[src/rtl/link_pulse_gen.sv]
// 10BASE-T link integrity pulse generator: NLP single pulses or FLP 33-slot
// autonegotiation bursts, suppressed while the data transmitter is busy.
module link_pulse_gen #(
    parameter int PULSE_CYCLES    = 4,
    parameter int SLOT_CYCLES     = 2500,
    parameter int INTERVAL_CYCLES = 640000,
    parameter int CNT_W           = 21
) (
    input  logic        clk,
    input  logic        rst,
    input  logic        en,
    input  logic        mode,
    input  logic [15:0] code_word,
    input  logic        tx_busy,
    output logic        link,
    output logic        busy,
    output logic        burst_start,
    output logic        burst_done
);

    localparam int SCNT_W = $clog2(SLOT_CYCLES);
    localparam logic [CNT_W-1:0]  IC_LAST    = CNT_W'(INTERVAL_CYCLES - 1);
    localparam logic [SCNT_W-1:0] SCNT_LAST  = SCNT_W'(SLOT_CYCLES - 1);
    localparam logic [SCNT_W-1:0] PULSE_LIM  = SCNT_W'(PULSE_CYCLES);

    if (PULSE_CYCLES < 1) begin : g_bad_pulse
        $error("link_pulse_gen: PULSE_CYCLES must be >= 1");
    end
    if (SLOT_CYCLES <= PULSE_CYCLES) begin : g_bad_slot
        $error("link_pulse_gen: SLOT_CYCLES must exceed PULSE_CYCLES");
    end
    if (INTERVAL_CYCLES <= 33 * SLOT_CYCLES) begin : g_bad_interval
        $error("link_pulse_gen: INTERVAL_CYCLES must exceed 33*SLOT_CYCLES");
    end
    if (64'(INTERVAL_CYCLES - 1) >= (64'd1 << CNT_W)) begin : g_bad_cnt_w
        $error("link_pulse_gen: CNT_W too narrow for INTERVAL_CYCLES-1");
    end

    typedef enum logic {
        IDLE  = 1'b0,
        BURST = 1'b1
    } state_t;

    state_t              state_r, state_s;
    logic [CNT_W-1:0]    ic_r, ic_s;
    logic [SCNT_W-1:0]   scnt_r, scnt_s;
    logic [5:0]          slot_r, slot_s;
    logic                mode_r, mode_s;
    logic [15:0]         cw_r, cw_s;
    logic                link_r, link_s;
    logic                busy_r, busy_s;
    logic                start_r, start_s;
    logic                done_r, done_s;
    logic [5:0]          last_slot_s;

    // Even slots are clock pulses; odd slot 2k+1 carries code word bit k.
    function automatic logic pulse_present(input logic [5:0] slot, input logic [15:0] cw);
        return !slot[0] || cw[slot[4:1]];
    endfunction

    // FSM state register
    always_ff @(posedge clk) begin
        if (rst) begin
            state_r <= IDLE;
        end else begin
            state_r <= state_s;
        end
    end

    // Next state, interval counter and slot sequencing
    always_comb begin
        state_s     = state_r;
        scnt_s      = scnt_r;
        slot_s      = slot_r;
        mode_s      = mode_r;
        cw_s        = cw_r;
        start_s     = 1'b0;
        done_s      = 1'b0;
        last_slot_s = mode_r ? 6'd32 : 6'd0;
        if (tx_busy) begin
            ic_s = CNT_W'(1);
        end else if (ic_r == IC_LAST) begin
            ic_s = '0;
        end else begin
            ic_s = ic_r + CNT_W'(1);
        end
        case (state_r)
            IDLE: begin
                if ((ic_r == '0) && en && !tx_busy) begin
                    state_s = BURST;
                    mode_s  = mode;
                    cw_s    = code_word;
                    slot_s  = 6'd0;
                    scnt_s  = '0;
                    start_s = 1'b1;
                end else begin
                    state_s = IDLE;
                end
            end
            BURST: begin
                if (tx_busy) begin
                    state_s = IDLE;
                    slot_s  = 6'd0;
                    scnt_s  = '0;
                end else if (scnt_r == SCNT_LAST) begin
                    scnt_s = '0;
                    if (slot_r == last_slot_s) begin
                        state_s = IDLE;
                        slot_s  = 6'd0;
                        done_s  = 1'b1;
                    end else begin
                        slot_s = slot_r + 6'd1;
                    end
                end else begin
                    scnt_s = scnt_r + SCNT_W'(1);
                end
            end
            default: begin
                state_s = IDLE;
                slot_s  = 6'd0;
                scnt_s  = '0;
            end
        endcase
    end

    // Output decode from the upcoming state, registered below
    always_comb begin
        busy_s = (state_s == BURST);
        if (state_s == BURST) begin
            link_s = (scnt_s < PULSE_LIM) && pulse_present(slot_s, cw_s);
        end else begin
            link_s = 1'b0;
        end
    end

    // Datapath and output registers
    always_ff @(posedge clk) begin
        if (rst) begin
            ic_r    <= '0;
            scnt_r  <= '0;
            slot_r  <= 6'd0;
            mode_r  <= 1'b0;
            cw_r    <= 16'h0000;
            link_r  <= 1'b0;
            busy_r  <= 1'b0;
            start_r <= 1'b0;
            done_r  <= 1'b0;
        end else begin
            ic_r    <= ic_s;
            scnt_r  <= scnt_s;
            slot_r  <= slot_s;
            mode_r  <= mode_s;
            cw_r    <= cw_s;
            link_r  <= link_s;
            busy_r  <= busy_s;
            start_r <= start_s;
            done_r  <= done_s;
        end
    end

    // tx_busy must kill the pulse within the same cycle, not a cycle later.
    assign link        = link_r & ~tx_busy;
    assign busy        = busy_r;
    assign burst_start = start_r;
    assign burst_done  = done_r;

endmodule

[config.mk]
export PLATFORM = sky130hd
export DESIGN_NAME = link_pulse_gen
export DESIGN_NICKNAME = d
export VERILOG_FILES = /design/src/rtl/link_pulse_gen.sv
export SDC_FILE = /design/constraint.sdc
export NUM_CORES = 1
export LEC_CHECK = 0
export CORE_MARGIN = 5
export CORE_UTILIZATION = 40
export CTS_BUF_LIST = sky130_fd_sc_hd__clkbuf_2 sky130_fd_sc_hd__clkbuf_4 sky130_fd_sc_hd__clkbuf_8
export CTS_CLUSTER_SIZE = 20
export DETAILED_ROUTE_END_ITERATION = 6
export GPL_TIMING_DRIVEN = 0
export PLACE_DENSITY = 0.57
export SYNTH_ARGS = -nofsm -noshare
export SYNTH_HDL_FRONTEND = slang
export SYNTH_SLANG_ARGS = --single-unit
[constraint.sdc]
create_clock -name clk -period 3.35 [get_ports clk]
set_input_delay 0.5025 -clock clk [delete_from_list [all_inputs] [get_ports clk]]
set_output_delay 0.5025 -clock clk [all_outputs]
set_load 0.005 [all_outputs]
==> flow_summary_export.csv <==
group,metric,value,unit
routing,via_per_inst,5.04,
layout,final_common_cell,"dfxtp_1",
sta,setup_viol,0,
power_and_ir_drop,p_per_area,420,nW/um^2
yosys,ys_seq_area_frac,0.407,
routing,vias,2540,
setup_path,cp-start-kind,"input pin",
placed_design,hpwl,5120,um
global_route,grt_pass1_wl,11700,um
setup_path,cpPeakStageDelay,530,ps
sta,finalHoldViolCount,0,
cts,cts_tree,"yes",
routing,post_drt_wl_per_cell,13.6,um
routing,firstDrtPassIters,4,
global_route,grt_pass1_vias,2485,
global_route,grt_busiest_layer,"met2",
setup_path,critPathCaptureType,"flip-flop",
cts,hold_buffers,0,
yosys,synthArstFlopShare,0,
floorplan,die_w,95.9,um
global_route,grtUsageMet2,0.252,
floorplan,core_area,7210,um^2
floorplan,io_pins,25,
routing,drcViolationCount,0,
sta,setup_slack,352,ps
floorplan,dieArea,9200,um^2
yosys,synthCells,366,
layout,final_core_util,0.488,
setup_path,cpMostUsedCell,"o21ai_1",
layout,drive_gt1_frac,0.0667,
layout,layout_common_cells,"dfxtp_1 (60), nand2_1 (51), nor2_1 (49)",
cts,clockRootBuffer,"clkbuf_8",
min_path,hold_path.class,"reg -> reg",
cts,clock_latency,340,ps
setup_path,cp.arrival,3230,ps
sta,tightestPinTransition,847,ps
setup_path,path_buf_inv,2,
yosys,synthAdderAreaFrac,0.0212,
yosys,synth_compound_area_frac,0.141,
yosys,synthMuxAreaShare,0.0424,
global_route,grtUsageMet3,0.0430,
cts,clockBufferDepth,2,
layout,num_antenna_cells,0,
sta,period_share,0.895,
sta,slew_viol_final,0,
sta,min_period,3000,ps
setup_path,crit_chain,"clkdlybuf4s50_1 -> nand4b_1 -> o31a_1 -> clkbuf_1 -> o21ai_1 -> o21ai_1 -> nor2b_1 -> a221oi_2 -> a21oi_1 -> a211oi_1",
yosys,synth-edff-count,0,
floorplan,die_y,95.9,um
setup_path,crit_path_top_delay_cell,"clkdlybuf4s50_1",
routing,drtIter0Drc,67,
yosys,ys_ff_latch,60,
yosys,synthFlopType,"dfxtp_1",
sta,rsz0062_at_grt,"no",
routing,drtAntennaViolNets,0,
placed_design,place_area,3320,um^2
placed_design,portBuffers,24,
setup_path,path_class,"in -> reg",
layout,area_growth,19.2,%
cts,htreeDepth,3,
power_and_ir_drop,leakage,1.20,nW
yosys,synth_area,2950,um^2
yosys,yosysWarnings,0,
global_route,grtUsageTotal,0.165,
placed_design,place_ws,7.16,ps
setup_path,cp_max_fo,10,
setup_path,cp.required,3590,ps
yosys,synth_simple_gate_area_frac,0.290,
sta,tns,0,ps
global_route,grtUsageMet1,0.227,
yosys,synth_area_per_cell,8.07,um^2
placed_design,gp_congestion,0.832,
layout,final_area,3520,um^2
run_status,status,"finished, final reports clean",
sta,skew,11.6,ps
floorplan,num_rows,31,
flow_run,drv_cap,0,
yosys,synth_cell_types,49,
yosys,synth_xor_area_frac,0.0682,
cts,clk_pin_slew_worst_paths,60,ps
setup_path,cp_top_family,"compound AO/OA/AOI/OAI gates",
yosys,synth_top_family_by_area,"simple AND/OR/NAND/NOR gates",
cts,cts_setup_buffers,0,
power_and_ir_drop,irDropWorstVdd,0.225,mV
sta,fmax,334,MHz
yosys,syn-num-nets,392,
global_route,grt_max_degree,11,
cts,cts_buffers,9,
layout,fin_nets,427,
cts,cts_resized,0,
global_route,grt_overflow_total,0,
cts,clock_sinks,60,
global_route,antenna_found_initial,0,
floorplan,initial_core_util,0.409,
setup_path,rrSetupSlack,400,ps
routing,routed_wl,6880,um
sta,slew_headroom,0.430,
-- cells by family (layout without fill, tap and decap cells) --
| family | after synthesis | count (layout) |
|---|---|---|
| simple gates | 175 | 175 |
| compound gates | 68 | 68 |
| flops | 60 | 60 |
| buf+inv | 24 | 63 |
| xor+xnor | 23 | 23 |
| mux | 11 | 11 |
| fa+ha+maj | 5 | 5 |
-- registers in the layout, indices dropped and copies added, names as in the netlist --
register and cells:
burst_done 1, burst_start 1, busy 1, cw_r 16, ic_r 21, link_r 1, mode_r 1, scnt_r 12
slot_r 6
-- worst register-to-register path, cell delays in order, from the launching register on --
cell      delay (ps)
dfxtp_1          390
or4b_4           550
or4_4            550
mux2i_4          230
nand2_4          170
mux2i_1          300
mux2i_1          100
mux2_2           280
o21ai_1          160
a211oi_1         100
-- per-layer routing --
layer,up-vias,part of all wire
met5,-,0
met4,0,0.011
met3,7,0.030
met2,30,0.45
met1,1163,0.51
li1,1340,-
-- cell usage after synthesis (3+ instances only) --
master / count / area share
o21ai_1: 12 / 0.020
nand2b_1: 4 / 0.0085
nand3b_1: 4 / 0.010
nor4_1: 5 / 0.011
nor3_1: 8 / 0.014
and3_1: 9 / 0.019
ha_1: 5 / 0.021
or3_1: 4 / 0.0085
nand4_1: 7 / 0.015
xnor2_1: 8 / 0.024
mux2i_1: 8 / 0.027
a211oi_1: 3 / 0.0076
xor2_1: 15 / 0.044
clkbuf_1: 13 / 0.017
nor2b_1: 8 / 0.017
nand3_1: 16 / 0.027
nor2_1: 49 / 0.062
o21ai_0: 3 / 0.0051
inv_1: 10 / 0.013
dfxtp_1: 60 / 0.41
nand2_1: 51 / 0.065
a21oi_1: 32 / 0.054
-- stage by stage --
step / total power, mW / cells / hold WS (ps)
2_1_floorplan: 0.799 / 366 / 428
3_3_place_gp: 0.848 / 489 / 440
6_report: 1.48 / 504 / 451
4_1_cts: 1.50 / 504 / 454
5_1_grt: 1.55 / 504 / 470
3_5_place_dp: 0.848 / 489 / 446
-- cell type report --
type	count	area [um^2]
Multi-Input combinational cell	282	1670
Fill cell	739	3700
Timing Repair Buffer	24	240
Tap cell	99	124
Sequential cell	60	1200
Inverter	10	37.5
Clock inverter	4	50.0
Clock buffer	11	145
Buffer	14	53.8
-- where the power goes --
| part | switching, mW | internal, mW |
|---|---|---|
| Combinational | 0.0558 | 0.0443 |
| Clock | 0.281 | 0.367 |
| Sequential | 0.00704 | 0.725 |
| Total | 0.344 | 1.14 |
-- worst paths after layout --
path,start,end,cells after the start
worst min register to register,cw_r[15],cw_r[15],2
worst min-delay path,cw_r[15],cw_r[15],2
worst max-delay path,tx_busy,link_r,10
worst max register to register,scnt_r[5],link_r,9
(Power assumes the default switching activity.)
